## src/rtl/uart_rx_pkg.sv

```systemverilog
// Shared types and helpers for the majority-vote UART receiver.
package uart_rx_pkg;

    typedef enum logic [2:0] {
        S_IDLE     = 3'd0,
        S_START    = 3'd1,
        S_DATA     = 3'd2,
        S_PARITY   = 3'd3,
        S_STOP1    = 3'd4,
        S_STOP2    = 3'd5,
        S_BRK_WAIT = 3'd6
    } state_e;

    // Low two bits of parity_sel; bit 2 enables parity.
    typedef enum logic [1:0] {
        PAR_ODD    = 2'b00,
        PAR_EVEN   = 2'b01,
        PAR_STICK0 = 2'b10,
        PAR_STICK1 = 2'b11
    } parity_sel_e;

    function automatic int width_dec(input logic [2:0] sel, input int max_w);
        int w;
        w = (sel <= 3'd4) ? int'(sel) + 5 : 8;
        return (w > max_w) ? max_w : w;
    endfunction

    function automatic int mid_lo(input int ov);
        return ov / 2 - 1;
    endfunction

    function automatic int mid_hi(input int ov);
        return ov / 2 + 1;
    endfunction

endpackage

```

## src/rtl/rx_sync_vote.sv

```systemverilog
// RX synchroniser, falling-edge detect and 3-sample mid-bit majority vote.
module rx_sync_vote
    import uart_rx_pkg::*;
#(
    parameter int SYNC_STAGES = 2,
    parameter int OV_SAMP     = 16,
    parameter int CW          = $clog2(OV_SAMP)
) (
    input  logic          i_clk,
    input  logic          i_rst,
    input  logic          i_rx,
    input  logic          i_baud,
    input  logic [CW-1:0] i_cnt,
    output logic          o_rx_s,
    output logic          o_fall,
    output logic          o_vote
);
    localparam logic [CW-1:0] C_LO = CW'(mid_lo(OV_SAMP));
    localparam logic [CW-1:0] C_HI = CW'(mid_hi(OV_SAMP));

    logic [SYNC_STAGES-1:0] sync_q, sync_d;
    logic                   prev_q, prev_d;
    logic [1:0]             samp_q, samp_d;
    logic                   win;

    assign o_rx_s = sync_q[SYNC_STAGES-1];
    assign o_fall = prev_q & ~o_rx_s;
    // The third sample is the live one, so the vote is ready on the M+1 tick itself.
    assign o_vote = (samp_q[1] & samp_q[0]) | (samp_q[1] & o_rx_s) | (samp_q[0] & o_rx_s);

    always_comb begin
        sync_d = {sync_q[SYNC_STAGES-2:0], i_rx};
        prev_d = o_rx_s;
        win    = i_baud && (i_cnt >= C_LO) && (i_cnt <= C_HI);
        samp_d = win ? {samp_q[0], o_rx_s} : samp_q;
    end

    always_ff @(posedge i_clk) begin
        if (i_rst) begin
            sync_q <= '1;
            prev_q <= 1'b1;
            samp_q <= '0;
        end else begin
            sync_q <= sync_d;
            prev_q <= prev_d;
            samp_q <= samp_d;
        end
    end

endmodule

```

## src/rtl/uart_rx_mv.sv

```systemverilog
// UART receiver: frame FSM, bit timing, parity check, output register and idle timer.
//   state      | meaning
//   S_IDLE     | waiting for a start edge
//   S_START    | start bit, noise rejected by vote
//   S_DATA     | data bits, LSB first
//   S_PARITY   | parity bit
//   S_STOP1    | first stop bit, break decided here
//   S_STOP2    | second stop bit
//   S_BRK_WAIT | break reported, waiting for line high
module uart_rx_mv
    import uart_rx_pkg::*;
#(
    parameter int OV_SAMP     = 16,
    parameter int MAX_W       = 9,
    parameter int SYNC_STAGES = 2,
    parameter int IDLE_BITS   = 32
) (
    input  logic             i_clk,
    input  logic             i_rst,
    input  logic             i_baud,
    input  logic             i_rx,
    input  logic             i_rx_en,
    input  logic [2:0]       i_parity_sel,
    input  logic             i_stop_sel,
    input  logic [2:0]       i_width_sel,
    output logic             o_valid,
    input  logic             i_ready,
    output logic [MAX_W-1:0] o_data,
    output logic             o_error_frame,
    output logic             o_error_parity,
    output logic             o_break,
    output logic             o_error_overrun,
    output logic             o_idle_timeout,
    output logic             o_busy
);
    localparam int CW = $clog2(OV_SAMP);
    localparam int IW = $clog2(MAX_W);
    localparam int BW = $clog2(IDLE_BITS);
    localparam logic [CW-1:0] C_DEC = CW'(mid_hi(OV_SAMP));
    localparam logic [CW-1:0] C_END = CW'(OV_SAMP - 1);

    state_e             state_q, state_d;
    logic [CW-1:0]      cnt_q, cnt_d;
    logic [IW-1:0]      idx_q, idx_d, last_q, last_d;
    logic [2:0]         psel_q, psel_d;
    logic               stop2_q, stop2_d;
    logic [MAX_W-1:0]   shift_q, shift_d;
    logic               pbit_q, pbit_d, perr_q, perr_d, s1err_q, s1err_d;
    logic               valid_q, valid_d, fe_q, fe_d, pe_q, pe_d, brk_q, brk_d;
    logic [MAX_W-1:0]   data_q, data_d;
    logic               ovr_q, ovr_d, tmo_q, tmo_d, armed_q, armed_d;
    logic [CW-1:0]      itick_q, itick_d;
    logic [BW-1:0]      ibit_q, ibit_d;

    logic rx_s, fall, vote;
    logic tick_end, dec, par_en, brk, comp, comp_frame, comp_break;

    rx_sync_vote #(
        .SYNC_STAGES (SYNC_STAGES),
        .OV_SAMP     (OV_SAMP)
    ) u_sync (
        .i_clk  (i_clk),
        .i_rst  (i_rst),
        .i_rx   (i_rx),
        .i_baud (i_baud),
        .i_cnt  (cnt_q),
        .o_rx_s (rx_s),
        .o_fall (fall),
        .o_vote (vote)
    );

    always_ff @(posedge i_clk) begin
        if (i_rst) begin
            state_q <= S_IDLE;
            cnt_q   <= '0;
            idx_q   <= '0;
            last_q  <= '0;
            psel_q  <= '0;
            stop2_q <= 1'b0;
            shift_q <= '0;
            pbit_q  <= 1'b0;
            perr_q  <= 1'b0;
            s1err_q <= 1'b0;
            valid_q <= 1'b0;
            data_q  <= '0;
            fe_q    <= 1'b0;
            pe_q    <= 1'b0;
            brk_q   <= 1'b0;
            ovr_q   <= 1'b0;
            tmo_q   <= 1'b0;
            armed_q <= 1'b0;
            itick_q <= '0;
            ibit_q  <= '0;
        end else begin
            state_q <= state_d;
            cnt_q   <= cnt_d;
            idx_q   <= idx_d;
            last_q  <= last_d;
            psel_q  <= psel_d;
            stop2_q <= stop2_d;
            shift_q <= shift_d;
            pbit_q  <= pbit_d;
            perr_q  <= perr_d;
            s1err_q <= s1err_d;
            valid_q <= valid_d;
            data_q  <= data_d;
            fe_q    <= fe_d;
            pe_q    <= pe_d;
            brk_q   <= brk_d;
            ovr_q   <= ovr_d;
            tmo_q   <= tmo_d;
            armed_q <= armed_d;
            itick_q <= itick_d;
            ibit_q  <= ibit_d;
        end
    end

    always_comb begin
        state_d = state_q;
        case (state_q)
            S_IDLE:     if (i_rx_en && fall) state_d = S_START;
            S_START:    if (dec && vote) state_d = S_IDLE;
                        else if (tick_end) state_d = S_DATA;
            S_DATA:     if (tick_end && idx_q == last_q) state_d = par_en ? S_PARITY : S_STOP1;
            S_PARITY:   if (tick_end) state_d = S_STOP1;
            S_STOP1:    if (dec) begin
                            if (brk) state_d = S_BRK_WAIT;
                            else if (!stop2_q) state_d = S_IDLE;
                        end else if (tick_end) begin
                            state_d = S_STOP2;
                        end
            S_STOP2:    if (dec) state_d = S_IDLE;
            S_BRK_WAIT: if (rx_s) state_d = S_IDLE;
            default:    state_d = S_IDLE;
        endcase
        if (state_q != S_IDLE && !i_rx_en) state_d = S_IDLE;
    end

    always_comb begin
        tick_end   = i_baud && (cnt_q == C_END);
        dec        = i_baud && (cnt_q == C_DEC);
        par_en     = psel_q[2];
        brk        = (shift_q == '0) && (!par_en || !pbit_q) && !vote;
        comp       = 1'b0;
        comp_frame = 1'b0;
        comp_break = 1'b0;
        if (i_rx_en && dec) begin
            if (state_q == S_STOP1) begin
                if (brk) begin
                    comp       = 1'b1;
                    comp_frame = 1'b1;
                    comp_break = 1'b1;
                end else if (!stop2_q) begin
                    comp       = 1'b1;
                    comp_frame = !vote;
                end
            end else if (state_q == S_STOP2) begin
                comp       = 1'b1;
                comp_frame = s1err_q | !vote;
            end
        end
        o_busy = (state_q != S_IDLE);
    end

    always_comb begin
        cnt_d   = cnt_q;
        idx_d   = idx_q;
        last_d  = last_q;
        psel_d  = psel_q;
        stop2_d = stop2_q;
        shift_d = shift_q;
        pbit_d  = pbit_q;
        perr_d  = perr_q;
        s1err_d = s1err_q;
        if (i_baud) cnt_d = (cnt_q == C_END) ? '0 : cnt_q + 1'b1;
        if (state_q == S_IDLE || state_d == S_IDLE || state_d == S_BRK_WAIT) cnt_d = '0;
        case (state_q)
            S_IDLE: if (state_d == S_START) begin
                last_d  = IW'(width_dec(i_width_sel, MAX_W) - 1);
                psel_d  = i_parity_sel;
                stop2_d = i_stop_sel;
                shift_d = '0;
                idx_d   = '0;
                pbit_d  = 1'b0;
                perr_d  = 1'b0;
                s1err_d = 1'b0;
            end
            S_DATA: begin
                if (dec) shift_d[idx_q] = vote;
                if (tick_end && idx_q != last_q) idx_d = idx_q + 1'b1;
            end
            S_PARITY: if (dec) begin
                pbit_d = vote;
                case (parity_sel_e'(psel_q[1:0]))
                    PAR_ODD:    perr_d = ~(^shift_q ^ vote);
                    PAR_EVEN:   perr_d = ^shift_q ^ vote;
                    PAR_STICK0: perr_d = vote;
                    PAR_STICK1: perr_d = !vote;
                    default:    perr_d = 1'b0;
                endcase
            end
            S_STOP1: if (dec) s1err_d = !vote;
            default: ;
        endcase
    end

    always_comb begin
        valid_d = valid_q;
        data_d  = data_q;
        fe_d    = fe_q;
        pe_d    = pe_q;
        brk_d   = brk_q;
        ovr_d   = 1'b0;
        if (comp) begin
            if (!valid_q || i_ready) begin
                valid_d = 1'b1;
                data_d  = shift_q;
                fe_d    = comp_frame;
                pe_d    = perr_q;
                brk_d   = comp_break;
            end else begin
                ovr_d = 1'b1;
            end
        end else if (valid_q && i_ready) begin
            valid_d = 1'b0;
        end

        armed_d = armed_q;
        itick_d = itick_q;
        ibit_d  = ibit_q;
        tmo_d   = 1'b0;
        if (comp) begin
            armed_d = 1'b1;
            itick_d = '0;
            ibit_d  = '0;
        end else if (state_q == S_IDLE && state_d == S_START) begin
            itick_d = '0;
            ibit_d  = '0;
        end else if (armed_q && state_q == S_IDLE && rx_s && i_baud) begin
            if (itick_q == C_END) begin
                itick_d = '0;
                if (ibit_q == BW'(IDLE_BITS - 1)) begin
                    tmo_d   = 1'b1;
                    armed_d = 1'b0;
                    ibit_d  = '0;
                end else begin
                    ibit_d = ibit_q + 1'b1;
                end
            end else begin
                itick_d = itick_q + 1'b1;
            end
        end
    end

    assign o_valid         = valid_q;
    assign o_data          = data_q;
    assign o_error_frame   = fe_q;
    assign o_error_parity  = pe_q;
    assign o_break         = brk_q;
    assign o_error_overrun = ovr_q;
    assign o_idle_timeout  = tmo_q;

endmodule

```

## config.mk

```make
export PLATFORM = sky130hd
export DESIGN_NAME = uart_rx_mv
export DESIGN_NICKNAME = d
export VERILOG_FILES = /design/src/rtl/uart_rx_pkg.sv /design/src/rtl/rx_sync_vote.sv /design/src/rtl/uart_rx_mv.sv
export SDC_FILE = /design/constraint.sdc
export NUM_CORES = 1
export LEC_CHECK = 0
export CORE_MARGIN = 1
export CORE_UTILIZATION = 60
export CTS_CLUSTER_SIZE = 28
export DETAILED_ROUTE_END_ITERATION = 10
export PLACE_DENSITY_LB_ADDON = 0.08
export REMOVE_ABC_BUFFERS = 1
export SYNTH_ARGS = -nofsm -noshare
export SYNTH_HDL_FRONTEND = slang
export SYNTH_SLANG_ARGS = --single-unit
export TNS_END_PERCENT = 5
```

## constraint.sdc

```tcl
create_clock -name i_clk -period 3.8 [get_ports i_clk]
set_input_delay 0.76 -clock i_clk [delete_from_list [all_inputs] [get_ports i_clk]]
set_output_delay 0.76 -clock i_clk [all_outputs]
set_load 0.03 [all_outputs]
```

==> metrics.md <==
| Metric | Value |
|---|---|
| Number of synthesis warnings | `0` |
| Final std cells w/o fill | `488` |
| Fin Hold WS | `0.412 ns` |
| Yosys top cell area share | `37.9%` |
| Width of the die | `75.3 um` |
| VDD IR max | `0.000269 V` |
| Path category of the worst min-delay check | `flop to flop` |
| Clock latency on the worst-skew pair | `0.33 ns` |
| Ratio of routed vias to standard cells | `5.81` |
| Uppermost metal layer occupied by signal nets | `met4` |
| Reg area | `0.00122 sq mm` |
| #FFs+latches synth | `61` |
| Total number of vias | `2833` |
| Buffer levels on the longest clock path | `2` |
| Total length of routed met3 wires | `334 um` |
| Clock tree sinks | `61` |
| # IOs | `29` |
| Critical path class | `primary input to flop` |
| Area of the placeable core | `0.00514 sq mm` |
| Fin Setup TNS | `0 ns` |
| Final GP Congestion | `0.814` |
| I/O Buffers | `28` |
| HPWL after detailed placement | `4930 um` |
| Number of diodes added for antenna fixing | `0` |
| Period Utilization, post-route | `78.1%` |
| Area used by multi-input combinational logic | `0.00185 sq mm` |
| Worst-case clock skew | `0.00710 ns` |
| Number of global-route vias before repair | `2550` |
| Leading cell type in the layout, fill and taps excluded | `dfxtp_1` |
| Arr. time, crit path | `3.18 ns` |
| Detailed Routing Iterations Pass 1 | `4` |
| Post-synthesis async set-or-reset flop share | `0%` |
| Global route total overflow | `0` |
| Library cell used as clock root buffer | `clkbuf_8` |
| Shortest period the worst path allows | `2.97 ns` |
| Final worst setup slack | `0.831 ns` |
| Worst path required time | `4.01 ns` |
| Post-route ant nets | `0` |
| Routed metal-1 wire length | `3330 um` |
| Gates resized, CTS repair | `0` |
| Starting utilization of the core area | `62.7%` |
| Sequential-to-total area share from yosys stat | `37.9%` |
| Global-route wire length before repair | `11500 um` |
| Die Outline Area | `0.00567 sq mm` |
| Final instance area | `0.00374 sq mm` |
| Worst-path clk slew | `0.07 ns` |
| Setup repair after global routing missed its margin | `false` |
| Routed length per placed instance | `14.7 um` |
| Post-detailed-route DRC marker count | `0` |
| Initial antenna violation count | `0` |
| Inserted Clock Buffers | `9` |
| Origin of the worst setup path | `i_baud` |
| Critical Path Max Stage Delay | `0.69 ns` |
| Crit. End Element | `flop` |
| Slew HR | `37.4%` |
| Worst reg2reg startpoint | `shift_q[0]$_SDFFE_PP0P_` |
| Maximum capacitance violations | `0` |
| Final max-slew violation count | `0` |
| Distinct cell type count after synthesis | `54` |
| DP Area | `0.00353 sq mm` |
| Number of enable flip-flop cells after synthesis | `0` |
| Cell Pwr Density | `361 mW/mm^2` |
| Total number of nets in the final design | `444` |
| Post CTS Setup Buffer Count | `0` |
| Top cells by area in the synthesized netlist | `dfxtp_1, a21oi_1, ha_1` |
| Count of endpoints failing hold in the final timing report | `0` |
| Maximum number of pins on one net before global-route repair | `37` |
| Post-Syn Area | `0.00322 sq mm` |
| Gate Count Post-Synth | `393` |
| Maximum fanout encountered on the critical timing path | `11` |
| Leakage power summed over all cells | `1.44 nW` |
| Most common flop cell mapped by yosys | `dfxtp_1` |
| Result of the run | `complete, no violations` |
| Cts hold-fix bufs | `0` |
| Post-Synthesis Mean Instance Area | `8.20 sq um` |
| Slowest cell on crit path | `clkdlybuf4s50_1` |
| GRT Resource Usage Total | `26.7%` |
| Commonest cells after routing, fill and taps aside | `dfxtp_1, a21oi_1, nor2_1` |
| CTS tree | `done` |
| Type of element launching the critical path | `primary input` |
| Most area-hungry cell type in the Yosys netlist | `dfxtp_1` |
| Area growth from synthesis to layout | `15.9%` |
| CP Buf/Inv Count | `1` |
| Placed Cells | `473` |
| Number of fill cells in the layout | `424` |
| Level count of the clock H-tree | `3` |
| Worst-path cell chain | `clkdlybuf4s50_1, nand3_1, nor2_1, o311ai_1, nand2b_1, mux2i_1, nor2_1` |
| Delay-heaviest family, CP | `simple AND/OR/NAND/NOR gates` |
| Hold path startpoint | `u_sync.sync_q[0]$_SDFF_PP1_` |
| Worst setup slack before clock tree synthesis | `0.519 ns` |
| Fmax | `337 MHz` |
| Floorplan row count | `26` |
| Chip height | `75.3 um` |
| Sum of met2 wire segment lengths after detailed routing | `3420 um` |
| Transition time at the pin with the least slew margin | `0.930 ns` |
| Iteration-0 DRC count of the detailed router | `188` |
| Share of cells above drive strength 1 | `7.89%` |
| Final setup viols | `0` |
| Crit-path most repeated cell | `nor2_1` |
| Post-Route WL | `7170 um` |
[report_power, final]
group	switching [mW]	total (mW)	internal, mW
clock	0.256	0.636	0.380
sequential	0.00410	0.647	0.643
combinational	0.0386	0.0681	0.0295
total	0.299	1.35	1.05
[through the flow]
stage                     total power [mW]  util, %
after floorplan                      0.695        -
after global placement               0.728     68.6
after detailed placement             0.729     68.6
after CTS                             1.35     72.7
after global routing                  1.39     72.7
final                                 1.35     72.7
[Yosys cell counts (all sizes together), types with 4 or more instances]
| library cell | number |
|---|---|
| nor4 | 5 |
| nand2b | 5 |
| nand2 | 40 |
| nor2 | 43 |
| xnor2 | 7 |
| a21oi | 52 |
| nor3b | 4 |
| ha | 17 |
| inv | 20 |
| nand3 | 9 |
| o21ai | 20 |
| dfxtp | 61 |
| clkbuf | 17 |
| mux2i | 17 |
| xor2 | 9 |
| nor2b | 7 |
| nor3 | 8 |
| or3 | 5 |
[cells by family after synthesis]
kind of cell    after synthesis  synth area share [%]
simple gates                148                  23.8
compound gates               93                  16.6
flops                        61                  37.9
buf+inv                      40                  4.85
fa+ha+maj                    18                  6.95
mux                          17                  5.28
xor+xnor                     16                  4.58
[per-layer routing]
layer	global-route usage (%)	vias up
met5	0	-
met4	9.67	0
met3	4.89	11
met2	44.3	79
met1	34.9	1340
li1	-	1403
[final cells by class]
cell class                 instances  area share, %
clock inverter                     5           2.01
sequential                        61           32.7
inverter                          20           2.01
tap                               70           2.34
multi-input combinational        292           49.4
timing repair buffer              30           7.90
clock buffer                      10           3.68
[sequential cells by signal, indices dropped and copies added, names as in the netlist, 2 cells and up]
name and cells:
u_sync.samp_q 2, shift_q 9, psel_q 3, itick_q 4, o_data 9, last_q 4, ibit_q 5, state_q 3
idx_q 4, cnt_q 4, u_sync.sync_q 2
[final timing paths]
| kind | end | slack, ns | cells after the start |
|---|---|---|---|
| worst max-delay path | o_data[7]$_SDFFE_PP0P_ | 0.83 | 7 |
| worst min-delay path | u_sync.sync_q[1]$_SDFF_PP1_ | 0.41 | 1 |
| worst max register to register | o_data[7]$_SDFFE_PP0P_ | 1.16 | 8 |
| worst min register to register | u_sync.sync_q[1]$_SDFF_PP1_ | 0.41 | 1 |
No activity file was read; power rests on OpenSTA's default activity.
